## src/rtl/ddr_iod_delay_tap_ctrl_if.sv

```systemverilog
`default_nettype none
// ============================================================================
// Module   : ddr_iod_delay_tap_ctrl_if
// Purpose  : Command/completion bundle between PHY training and the IOD
//            delay tap controller.
// Revision : 1.0 - initial release
// ============================================================================
interface ddr_iod_delay_tap_ctrl_if #(
  parameter int NUM_LANES = 8,
  parameter int TAP_BITS  = 7
);
  localparam int LANE_W = (NUM_LANES > 1) ? $clog2(NUM_LANES) : 1;

  logic                CMD_VALID;
  logic                CMD_READY;
  logic [LANE_W-1:0]   CMD_LANE;
  logic [1:0]          CMD_OP;
  logic [TAP_BITS-1:0] CMD_TAP;
  logic                DONE;
  logic                ERR;

  modport master (
    output CMD_VALID, CMD_LANE, CMD_OP, CMD_TAP,
    input  CMD_READY, DONE, ERR
  );

  modport slave (
    input  CMD_VALID, CMD_LANE, CMD_OP, CMD_TAP,
    output CMD_READY, DONE, ERR
  );
endinterface
`default_nettype wire

```

## src/rtl/ddr_iod_delay_tap_ctrl.sv

```systemverilog
`default_nettype none
// ============================================================================
// Module   : ddr_iod_delay_tap_ctrl
// Purpose  : Multi-lane IOD delay-line controller: turns LOAD/INC/DEC/SET
//            commands into spaced strobes and keeps a shadow tap per lane.
//            Optional macro DDR_TAP_OOR_STATUS_EN adds sticky per-lane
//            out-of-range status (OOR_STATUS) with OOR_CLEAR.
// Revision : 1.0 - initial release
// ============================================================================
module ddr_iod_delay_tap_ctrl #(
  parameter  int NUM_LANES     = 8,
  parameter  int TAP_BITS      = 7,
  parameter  int MAX_TAP       = 127,
  parameter  int SETTLE_CYCLES = 4,
  localparam int LANE_W        = (NUM_LANES > 1) ? $clog2(NUM_LANES) : 1
) (
  input  wire logic                 FAB_CLK,
  input  wire logic                 ARST,
  ddr_iod_delay_tap_ctrl_if.slave   cmd,
  input  wire logic [LANE_W-1:0]    RD_LANE,
  output logic      [TAP_BITS-1:0]  RD_TAP,
  output logic      [NUM_LANES-1:0] DELAY_LINE_LOAD,
  output logic      [NUM_LANES-1:0] DELAY_LINE_MOVE,
  output logic      [NUM_LANES-1:0] DELAY_LINE_DIRECTION,
  input  wire logic [NUM_LANES-1:0] DELAY_LINE_OUT_OF_RANGE
`ifdef DDR_TAP_OOR_STATUS_EN
  ,
  input  wire logic                 OOR_CLEAR,
  output logic      [NUM_LANES-1:0] OOR_STATUS
`endif
);

  localparam logic [2:0] c_ST_IDLE   = 3'd0;
  localparam logic [2:0] c_ST_LOAD   = 3'd1;
  localparam logic [2:0] c_ST_MOVE   = 3'd2;
  localparam logic [2:0] c_ST_SETTLE = 3'd3;
  localparam logic [2:0] c_ST_FIN    = 3'd4;

  localparam logic [1:0] c_OP_LOAD = 2'b00;
  localparam logic [1:0] c_OP_INC  = 2'b01;
  localparam logic [1:0] c_OP_DEC  = 2'b10;

  localparam logic [TAP_BITS-1:0]  c_MAX_TAP     = TAP_BITS'(MAX_TAP);
  localparam logic [TAP_BITS-1:0]  c_TAP_ONE     = TAP_BITS'(1);
  localparam logic [7:0]           c_SETTLE_LAST = 8'(SETTLE_CYCLES - 1);
  localparam logic [NUM_LANES-1:0] c_LANE0       = NUM_LANES'(1);

  logic [2:0]          state_q, state_d;
  logic [LANE_W-1:0]   lane_q,  lane_d;
  logic                dir_q,   dir_d;
  logic                err_q,   err_d;
  logic [TAP_BITS-1:0] rem_q,   rem_d;
  logic [7:0]          cnt_q,   cnt_d;
  logic [TAP_BITS-1:0] tap_q [NUM_LANES];

  logic                 w_cmd_lane_ok;
  logic                 w_lane_ok;
  logic [TAP_BITS-1:0]  w_cmd_shadow;
  logic [TAP_BITS-1:0]  w_cur_shadow;
  logic                 w_cmd_at_max;
  logic                 w_cmd_at_min;
  logic                 w_settle_last;
  logic                 w_oor_in;
  logic [NUM_LANES-1:0] w_lane_vec;
  logic                 w_tap_we;
  logic [TAP_BITS-1:0]  w_tap_wdata;

  assign w_cmd_lane_ok = (32'(cmd.CMD_LANE) < NUM_LANES);
  assign w_lane_ok     = (32'(lane_q) < NUM_LANES);
  assign w_cmd_shadow  = w_cmd_lane_ok ? tap_q[cmd.CMD_LANE] : '0;
  assign w_cur_shadow  = w_lane_ok ? tap_q[lane_q] : '0;
  assign w_cmd_at_max  = (w_cmd_shadow == c_MAX_TAP);
  assign w_cmd_at_min  = (w_cmd_shadow == '0);
  assign w_lane_vec    = w_lane_ok ? (c_LANE0 << lane_q) : '0;
  assign w_settle_last = (cnt_q == c_SETTLE_LAST);
  assign w_oor_in      = |(DELAY_LINE_OUT_OF_RANGE & w_lane_vec);
  assign RD_TAP        = (32'(RD_LANE) < NUM_LANES) ? tap_q[RD_LANE] : '0;

  always_ff @(posedge FAB_CLK or posedge ARST) begin
    if (ARST) begin
      state_q <= c_ST_IDLE;
      lane_q  <= '0;
      dir_q   <= 1'b0;
      err_q   <= 1'b0;
      rem_q   <= '0;
      cnt_q   <= '0;
      for (int i = 0; i < NUM_LANES; i++) begin
        tap_q[i] <= '0;
      end
    end else begin
      state_q <= state_d;
      lane_q  <= lane_d;
      dir_q   <= dir_d;
      err_q   <= err_d;
      rem_q   <= rem_d;
      cnt_q   <= cnt_d;
      if (w_tap_we && w_lane_ok) begin
        tap_q[lane_q] <= w_tap_wdata;
      end
    end
  end

  always_comb begin
    state_d     = state_q;
    lane_d      = lane_q;
    dir_d       = dir_q;
    err_d       = err_q;
    rem_d       = rem_q;
    cnt_d       = cnt_q;
    w_tap_we    = 1'b0;
    w_tap_wdata = w_cur_shadow;
    case (state_q)
      c_ST_IDLE: begin
        if (cmd.CMD_VALID) begin
          lane_d = cmd.CMD_LANE;
          err_d  = 1'b0;
          rem_d  = '0;
          dir_d  = 1'b0;
          if (!w_cmd_lane_ok) begin
            state_d = c_ST_FIN;
            err_d   = 1'b1;
          end else begin
            case (cmd.CMD_OP)
              c_OP_LOAD: state_d = c_ST_LOAD;
              c_OP_INC: begin
                dir_d = 1'b1;
                if (w_cmd_at_max) begin
                  state_d = c_ST_FIN;
                  err_d   = 1'b1;
                end else begin
                  state_d = c_ST_MOVE;
                  rem_d   = c_TAP_ONE;
                end
              end
              c_OP_DEC: begin
                if (w_cmd_at_min) begin
                  state_d = c_ST_FIN;
                  err_d   = 1'b1;
                end else begin
                  state_d = c_ST_MOVE;
                  rem_d   = c_TAP_ONE;
                end
              end
              default: begin
                // SET: reload to zero, then walk up to the clamped target
                dir_d   = 1'b1;
                state_d = c_ST_LOAD;
                if (cmd.CMD_TAP > c_MAX_TAP) begin
                  rem_d = c_MAX_TAP;
                  err_d = 1'b1;
                end else begin
                  rem_d = cmd.CMD_TAP;
                end
              end
            endcase
          end
        end
      end
      c_ST_LOAD: begin
        w_tap_we    = 1'b1;
        w_tap_wdata = '0;
        cnt_d       = '0;
        state_d     = c_ST_SETTLE;
      end
      c_ST_MOVE: begin
        w_tap_we    = 1'b1;
        w_tap_wdata = dir_q ? (w_cur_shadow + c_TAP_ONE) : (w_cur_shadow - c_TAP_ONE);
        rem_d       = rem_q - c_TAP_ONE;
        cnt_d       = '0;
        state_d     = c_ST_SETTLE;
      end
      c_ST_SETTLE: begin
        if (w_settle_last) begin
          if (w_oor_in) begin
            err_d   = 1'b1;
            rem_d   = '0;
            state_d = c_ST_FIN;
          end else if (rem_q != '0) begin
            state_d = c_ST_MOVE;
          end else begin
            state_d = c_ST_FIN;
          end
        end else begin
          cnt_d = cnt_q + 8'd1;
        end
      end
      c_ST_FIN: state_d = c_ST_IDLE;
      default:  state_d = c_ST_IDLE;
    endcase
  end

  always_comb begin
    cmd.CMD_READY        = (state_q == c_ST_IDLE);
    cmd.DONE             = (state_q == c_ST_FIN);
    cmd.ERR              = (state_q == c_ST_FIN) && err_q;
    DELAY_LINE_LOAD      = (state_q == c_ST_LOAD) ? w_lane_vec : '0;
    DELAY_LINE_MOVE      = (state_q == c_ST_MOVE) ? w_lane_vec : '0;
    DELAY_LINE_DIRECTION = dir_q ? w_lane_vec : '0;
  end

`ifdef DDR_TAP_OOR_STATUS_EN
  logic [NUM_LANES-1:0] oor_status_q, oor_status_d;
  logic [NUM_LANES-1:0] w_oor_set;
  logic                 w_rej_evt;
  logic                 w_abort_evt;

  assign w_rej_evt   = (state_q == c_ST_IDLE) && cmd.CMD_VALID && w_cmd_lane_ok &&
                       (((cmd.CMD_OP == c_OP_INC) && w_cmd_at_max) ||
                        ((cmd.CMD_OP == c_OP_DEC) && w_cmd_at_min));
  assign w_abort_evt = (state_q == c_ST_SETTLE) && w_settle_last && w_oor_in;
  assign w_oor_set   = (w_rej_evt ? (c_LANE0 << cmd.CMD_LANE) : '0) |
                       (w_abort_evt ? w_lane_vec : '0);

  // A new event in the clearing cycle survives the clear
  always_comb begin
    oor_status_d = (OOR_CLEAR ? '0 : oor_status_q) | w_oor_set;
  end

  always_ff @(posedge FAB_CLK or posedge ARST) begin
    if (ARST) begin
      oor_status_q <= '0;
    end else begin
      oor_status_q <= oor_status_d;
    end
  end

  assign OOR_STATUS = oor_status_q;
`endif

endmodule
`default_nettype wire

```

## src/flat_wrapper.sv

```systemverilog
// flat-port wrapper written by rule: the top's interface ports become plain ports
module ddr_iod_delay_tap_ctrl_flat 
#(
  parameter  int NUM_LANES     = 8,
  parameter  int TAP_BITS      = 7,
  parameter  int MAX_TAP       = 127,
  parameter  int SETTLE_CYCLES = 4,
  localparam int LANE_W        = (NUM_LANES > 1) ? $clog2(NUM_LANES) : 1
)
  (FAB_CLK, ARST, RD_LANE, RD_TAP, DELAY_LINE_LOAD, DELAY_LINE_MOVE, DELAY_LINE_DIRECTION, DELAY_LINE_OUT_OF_RANGE, cmd_CMD_VALID, cmd_CMD_LANE, cmd_CMD_OP, cmd_CMD_TAP, cmd_CMD_READY, cmd_DONE, cmd_ERR);
  ddr_iod_delay_tap_ctrl_if #(.NUM_LANES(NUM_LANES), .TAP_BITS(TAP_BITS)) cmd_i ();
  input  wire logic FAB_CLK;
  input  wire logic ARST;
  input  wire logic [LANE_W-1:0] RD_LANE;
  output logic      [TAP_BITS-1:0] RD_TAP;
  output logic      [NUM_LANES-1:0] DELAY_LINE_LOAD;
  output logic      [NUM_LANES-1:0] DELAY_LINE_MOVE;
  output logic      [NUM_LANES-1:0] DELAY_LINE_DIRECTION;
  input  wire logic [NUM_LANES-1:0] DELAY_LINE_OUT_OF_RANGE;
  input wire logic [$bits(cmd_i.CMD_VALID)-1:0] cmd_CMD_VALID;
  input wire logic [$bits(cmd_i.CMD_LANE)-1:0] cmd_CMD_LANE;
  input wire logic [$bits(cmd_i.CMD_OP)-1:0] cmd_CMD_OP;
  input wire logic [$bits(cmd_i.CMD_TAP)-1:0] cmd_CMD_TAP;
  output wire logic [$bits(cmd_i.CMD_READY)-1:0] cmd_CMD_READY;
  output wire logic [$bits(cmd_i.DONE)-1:0] cmd_DONE;
  output wire logic [$bits(cmd_i.ERR)-1:0] cmd_ERR;
  assign cmd_i.CMD_VALID = cmd_CMD_VALID;
  assign cmd_i.CMD_LANE = cmd_CMD_LANE;
  assign cmd_i.CMD_OP = cmd_CMD_OP;
  assign cmd_i.CMD_TAP = cmd_CMD_TAP;
  assign cmd_CMD_READY = cmd_i.CMD_READY;
  assign cmd_DONE = cmd_i.DONE;
  assign cmd_ERR = cmd_i.ERR;
  ddr_iod_delay_tap_ctrl #(.NUM_LANES(NUM_LANES), .TAP_BITS(TAP_BITS), .MAX_TAP(MAX_TAP), .SETTLE_CYCLES(SETTLE_CYCLES)) u_core (.FAB_CLK(FAB_CLK), .ARST(ARST), .cmd(cmd_i), .RD_LANE(RD_LANE), .RD_TAP(RD_TAP), .DELAY_LINE_LOAD(DELAY_LINE_LOAD), .DELAY_LINE_MOVE(DELAY_LINE_MOVE), .DELAY_LINE_DIRECTION(DELAY_LINE_DIRECTION), .DELAY_LINE_OUT_OF_RANGE(DELAY_LINE_OUT_OF_RANGE));
endmodule
```

## config.mk

```make
export PLATFORM = sky130hd
export DESIGN_NAME = ddr_iod_delay_tap_ctrl_flat
export DESIGN_NICKNAME = d
export VERILOG_FILES = /design/src/rtl/ddr_iod_delay_tap_ctrl_if.sv /design/src/rtl/ddr_iod_delay_tap_ctrl.sv /design/src/flat_wrapper.sv
export SDC_FILE = /design/constraint.sdc
export NUM_CORES = 1
export LEC_CHECK = 0
export CORE_MARGIN = 5
export CORE_UTILIZATION = 25
export CTS_BUF_LIST = sky130_fd_sc_hd__clkbuf_8
export DETAILED_ROUTE_END_ITERATION = 16
export GPL_ROUTABILITY_DRIVEN = 1
export SYNTH_ARGS = -nofsm -noshare
export SYNTH_HDL_FRONTEND = slang
export SYNTH_SLANG_ARGS = --single-unit
```

## constraint.sdc

```tcl
create_clock -name FAB_CLK -period 3.5 [get_ports FAB_CLK]
set_clock_uncertainty 0.1 [all_clocks]
set_input_delay 0.7 -clock FAB_CLK [delete_from_list [all_inputs] [get_ports FAB_CLK]]
set_output_delay 0.7 -clock FAB_CLK [all_outputs]
set_load 0.005 [all_outputs]
```

[Word level (Yosys, flattened, before mapping)]
Index checks and enable logic that the tools add are counted.
Storage, ports and cells
  flip-flop bits (word level): 79
  bits in latches: 0
  bits in writable memories: 0
  ROM bits: 0
  input bits: 26
  output and inout port bits: 34
  memories kept: 0
Cells by class
  add/sub/neg operators: 4
  multipliers: 0
  divide/modulo/power cells: 0
  magnitude comparators: 5
  eq/ne operators: 12
  shift-type cells: 1
  multiplexer cells: 45
  bitwise operators: 4
  reduce and logical (&&, ||, !) cells: 17
Operators by type and width (number)
  $mux W7: 12
  $bmux W7 S3: 3
  $bwmux W56: 1
  $pmux W7 S3: 2
  $mux W8: 4
  $demux W7 S3: 1
  $mux W3: 6
  $pmux W8 S2: 1
  $pmux W7 S2: 1
  $sub A7 B1 Y7 const B: 2
  $ge A4 B4 Y1 const B: 3
  $not A3 Y4: 3
  $mux W1: 10
  $pmux W3 S3: 1
  $add A8 B1 Y8 const B: 1
  $and A8 B8 Y8: 1
  $eq A8 B2 Y1 const B: 1
  $reduce_and A4 Y1: 2
  $reduce_or A8 Y1: 1
  $shl A1 B3 Y8 const A: 1
  $add A7 B1 Y7 const B: 1
  $eq A7 B7 Y1 const B: 1
  $gt A7 B7 Y1 const B: 1
  $logic_not A7 Y1: 1
  19 further kinds: 27

[Logic depth before layout (Yosys ltp)]
  depth after elaboration: 9
  gate-level depth with buffers: 12
  depth with buffers taken out: 10

[Worst setup path before layout]
Ideal clock, no wire load.
  path type: reg2reg
  start point: reg u_core.lane_q[0]
  end point: reg u_core.tap_q[55] in the netlist's numbering
  library setup time: 0.096 ns
  arrival: 3.070 ns
  required time: 3.304 ns
  path slack: 0.234 ns
  cell stages (with the launch flop): 13
  path buffers: 3
  path through: dfrtp_1 > buf_4 > buf_6 > buf_2 > mux4_2 > mux2_2 > fa_1 > a21o_1 > a21oi_1 > o21bai_1 > a21oi_1 > xnor2_2 > o31ai_1
Between the ends
  word-level cells in the longest chain between the ends: 8
  elaborated cells between the ends (all ways): 14
RTL lines
  from (decl): line ddr_iod_delay_tap_ctrl.sv:49  | logic [LANE_W-1:0] lane_q, lane_d;
  from (signal assigned): line ddr_iod_delay_tap_ctrl.sv:92  | lane_q <= lane_d;
  $not A3 Y4 (not written as such) *: line ddr_iod_delay_tap_ctrl.sv:71, ddr_iod_delay_tap_ctrl.sv:98
  $bmux W7 S3: line ddr_iod_delay_tap_ctrl.sv:71  | assign w_cur_shadow = w_lane_ok ? tap_q[lane_q] : '0;
  $mux W7 (not written as such) (2 in series): line ddr_iod_delay_tap_ctrl.sv:71
  $sub A7 B1 Y7 / $add A7 B1 Y7 (equally long branches): line ddr_iod_delay_tap_ctrl.sv:167  | w_tap_wdata = dir_q ? (w_cur_shadow + c_TAP_ONE) : (w_cur_shadow - c_TAP_ONE);
  $mux W7: line ddr_iod_delay_tap_ctrl.sv:167
  $pmux W7 S2: line ddr_iod_delay_tap_ctrl.sv:112  | case (state_q)
  $bwmux W56 *: line ddr_iod_delay_tap_ctrl.sv:98  | tap_q[lane_q] <= w_tap_wdata;
  to (signal, indexed assignment): line ddr_iod_delay_tap_ctrl.sv:98
  to (decl): line ddr_iod_delay_tap_ctrl.sv:54  | logic [TAP_BITS-1:0] tap_q [NUM_LANES];
Mark *: on every way between the ends. The rest lies on a longest branch, timed or not. The select of a mux whose other input is x is not followed.
A chain may end at the register's enable or synchronous reset.

[Final worst setup path]
  start point: in RD_LANE[1]
  end point: out RD_TAP[5]
Between the ends
  word-level cells in the longest chain between the ends: 4
RTL lines
  from (decl): line flat_wrapper.sv:14  | input wire logic [LANE_W-1:0] RD_LANE;
  $not A3 Y4 (not written as such): line ddr_iod_delay_tap_ctrl.sv:77  | assign RD_TAP = (32'(RD_LANE) < NUM_LANES) ? tap_q[RD_LANE] : '0;
  $bmux W7 S3: line ddr_iod_delay_tap_ctrl.sv:77
  $mux W7 (not written as such) (2 in series): line ddr_iod_delay_tap_ctrl.sv:77
  to (decl): line flat_wrapper.sv:15  | output logic [TAP_BITS-1:0] RD_TAP;
No other way between the ends. The select of a mux whose other input is x is not followed.

==> metrics.cfg <==
[synthesis]
synth-warning-count = 0
largest_family_of_logic_cells_by_synthesized_area = multiplexers
syn_nets = 516
post_synth_main_area_contributors = sky130_fd_sc_hd__dfrtp_1, sky130_fd_sc_hd__mux4_2, sky130_fd_sc_hd__a22o_1, sky130_fd_sc_hd__nand2_1, sky130_fd_sc_hd__mux2i_1
synth_seq_area_share_pct = 38.0
post_synth_instance_area_sq_um = 5200
synth.most_common_cell = sky130_fd_sc_hd__dfrtp_1
syn-mean-instance-area_sq_um = 10.9
synth-edff-count = 0
synthArstFlopShare_pct = 100
yosysTopAreaCell = sky130_fd_sc_hd__dfrtp_1
post_synth_and_or_nand_nor_area_fraction_pct = 12.8
synth_largest_type_area_fraction_pct = 38.0
synth-compound-area-share_pct = 13.8
synth_fa_ha_area_share_pct = 3.27
synth_cell_type_count = 58
synth-xor-area-share_pct = 2.14
post_synth_most_frequent_cells = sky130_fd_sc_hd__dfrtp_1, sky130_fd_sc_hd__nand2_1, sky130_fd_sc_hd__nor2_1, sky130_fd_sc_hd__mux4_2
post_synth_mux_area_share_pct = 25.2
ys_ff_latch = 79
yosys_most_used_dff = sky130_fd_sc_hd__dfrtp_1
postSynthCellCount = 477

[sta]
rsz0062_at_grt = no
final.setup.worst_slack_ns = 0.0903
finalCritPeriodShare_pct = 97.4
max-slew-margin-rel_pct = 59.7
achievable-frequency_mhz = 293
tightestPinTransition_ns = 0.599
timing.final.hold_violations = 0
finalCriticalPeriod_ns = 3.41
slew_violations = 0
report.final.setup_viol = 0

[detailed_routing]
first_pass_iters = 5
num_vias = 4197
antenna_left = 0
initialDrtViolationCount = 266
vias_per_inst = 5.04
route.final.wire_length_um = 15400
route.detailed.drc = 0
drt-wirelength-per-cell_um = 18.5

[final_layout]
diodes = 0
area_growth_pct = 26.2
final_cell_area_sq_um = 6570
finish.net_count = 596
drive_gt1_share_pct = 22.8

[pwr]
power.density_cell_area_nw_per_um2 = 809
p_leak_nw = 2.75
vdd_ir_drop_max_mv = 0.306

[place]
detailedPlace.worstSlack_ns = 0.00818
post_dp_cell_area_sq_um = 6330
port-buffer-count = 59
gp_routability_congestion = 0.882
dp_hpwl_um = 11500

[setup_path]
worst-setup-path-type = input pin to primary output
worst_r2r_startpoint = u_core.lane_q[1]
capturing_element_of_the_worst_setup_path = RD_TAP[5]
worstSetupStartpoint = RD_LANE[1]
rrSetupSlack_ns = 0.25
critical_path.max_fanout = 10
critPathLaunchType = input pin
timing.reg2reg.worst_path_depth = 10
crit_required_ns = 2.70
setup.worst_path.end_class = primary output
crit_arrival_ns = 2.61
regToRegEndpoint = u_core.tap_q[34]

[global_routing]
gr-usage-all-layers_pct = 13.1
grt_pass1_vias = 4256
antenna_found_initial = 0
grt_pass1_wl_um = 24500
grt_max_degree = 80
gr-total-overflow = 0

[die]
fp.dieW_um = 154
ioPinCount = 60
floorplan.initialDensity_pct = 25.6
num_rows = 52
fp.dieArea_sq_um = 23800
die_height_um = 154
core_area_sq_um = 20400

[clock_network]
ctsRootBufferMaster = sky130_fd_sc_hd__clkbuf_8
clk_pin_slew_worst_paths_ns = 0.08
htree_num_levels = 3
clock-sinks = 79
number_of_hold_buffers_added_after_cts = 0
clock_path_buffers = 2
cts-buffers-inserted = 9
clk-insertion-delay-late_ns = 0.37
tritoncts = built

[job]
cap_viol_max_count = 0

[worst_hold_path]
hold_crit_path_type = register to register

[run_status]
status = completed

==> where the power goes <==
group	switching, mW	internal [mW]	total, mW	leakage [nW]
clock network	0.361	0.345	0.706	0.0957
registers	0.386	1.24	1.63	1.06
logic	1.51	1.46	2.98	1.59
total	2.26	3.05	5.31	2.75
==> cells in the final DEF (no fill, tap or decap), types with 4 or more instances in the layout <==
| cell | synthesis | layout |
|---|---|---|
| sky130_fd_sc_hd__mux2_2 | 14 | 14 |
| sky130_fd_sc_hd__nand2_1 | 57 | 57 |
| sky130_fd_sc_hd__a22o_1 | 27 | 27 |
| sky130_fd_sc_hd__nor3_1 | 4 | 4 |
| sky130_fd_sc_hd__buf_12 | 0 | 5 |
| sky130_fd_sc_hd__mux2i_1 | 21 | 21 |
| sky130_fd_sc_hd__o21ai_1 | 8 | 8 |
| sky130_fd_sc_hd__o31ai_1 | 10 | 10 |
| sky130_fd_sc_hd__xnor2_1 | 5 | 5 |
| sky130_fd_sc_hd__buf_4 | 4 | 37 |
| sky130_fd_sc_hd__nand2b_1 | 4 | 4 |
| sky130_fd_sc_hd__o21ai_0 | 27 | 27 |
| sky130_fd_sc_hd__clkdlybuf4s50_1 | 0 | 58 |
| sky130_fd_sc_hd__nor2_1 | 44 | 44 |
| sky130_fd_sc_hd__xor2_1 | 4 | 4 |
| sky130_fd_sc_hd__ha_1 | 12 | 12 |
| sky130_fd_sc_hd__inv_1 | 20 | 20 |
| sky130_fd_sc_hd__dfrtp_1 | 79 | 78 |
| sky130_fd_sc_hd__a21oi_1 | 5 | 5 |
| sky130_fd_sc_hd__clkbuf_8 | 0 | 10 |
| sky130_fd_sc_hd__mux4_2 | 42 | 42 |
==> state kept, by name, summed over array words and instances, names as in the netlist <==
name	count
u_core.cnt_q	8
u_core.dir_q	1
u_core.err_q	1
u_core.lane_q	3
u_core.rem_q	7
u_core.state_q	3
u_core.tap_q	56
==> worst max-delay path, stage by stage <==
cell and delay [ns]:
sky130_fd_sc_hd__clkdlybuf4s50_1 0.50, sky130_fd_sc_hd__buf_12 0.16, sky130_fd_sc_hd__mux4_2 0.49, sky130_fd_sc_hd__mux2_2 0.27, sky130_fd_sc_hd__clkdlybuf4s50_1 0.48
==> metrics by stage <==
stage | TNS [ns] | power [mW] | util (%) | instances | hold WS, ns
2_1_floorplan | 0 | 3.65 | - | 477 | 0.354
6_report | 0 | 5.31 | 32.2 | 832 | 0.412
3_5_place_dp | 0 | 4.60 | 31.1 | 814 | 0.385
3_3_place_gp | -0.0139 | 4.55 | 31.1 | 814 | 0.384
4_1_cts | 0 | 5.32 | 32.1 | 831 | 0.405
5_1_grt | 0 | 5.70 | 32.2 | 832 | 0.434
==> layout make-up <==
class / count / area, sq um
clock buffer: 10 / 138
clock inverter: 6 / 61.3
fill: 2080 / 13800
inverter: 20 / 76.3
multi-input combinational: 345 / 2980
sequential: 79 / 1980
tap: 270 / 338
timing repair buffer: 102 / 996
==> timing repair <==
action,CTS,global route
resized for setup,0,2
endpoints found under the setup margin,1,13
buffers inserted,1,0
cloned,0,1
==> metal layers <==
metal / track usage, % / vias up / share of wire (%)
met3: 3.21 / 18 / 8.3
li1: - / 1932 / -
met4: 2.69 / 0 / 1.2
met1: 19.0 / 2087 / 46
met2: 19.9 / 160 / 45
met5: 0 / - / 0
==> cell families after synthesis <==
logic type	after synthesis
AO/OA/AOI/OAI	101
buffers and inverters	53
adder cells (fa/ha/maj)	13
AND/OR/NAND/NOR	143
multiplexers	77
XOR/XNOR	11
flip-flops	79
==> how the worst min path moves through the flow <==
stage                          startpoint               to  depth (start not counted)  slack (ns)
after global placement    u_core.cnt_q[7]  u_core.cnt_q[7]                          1        0.38
final                     u_core.cnt_q[7]  u_core.cnt_q[7]                          1        0.41
after floorplan           u_core.cnt_q[7]  u_core.cnt_q[7]                          1        0.35
after CTS                 u_core.cnt_q[7]  u_core.cnt_q[7]                          1        0.41
after detailed placement  u_core.cnt_q[7]  u_core.cnt_q[7]                          1        0.38
after global routing      u_core.cnt_q[7]  u_core.cnt_q[7]                          1        0.43
Note: power is estimated with default switching activity, not from simulation.
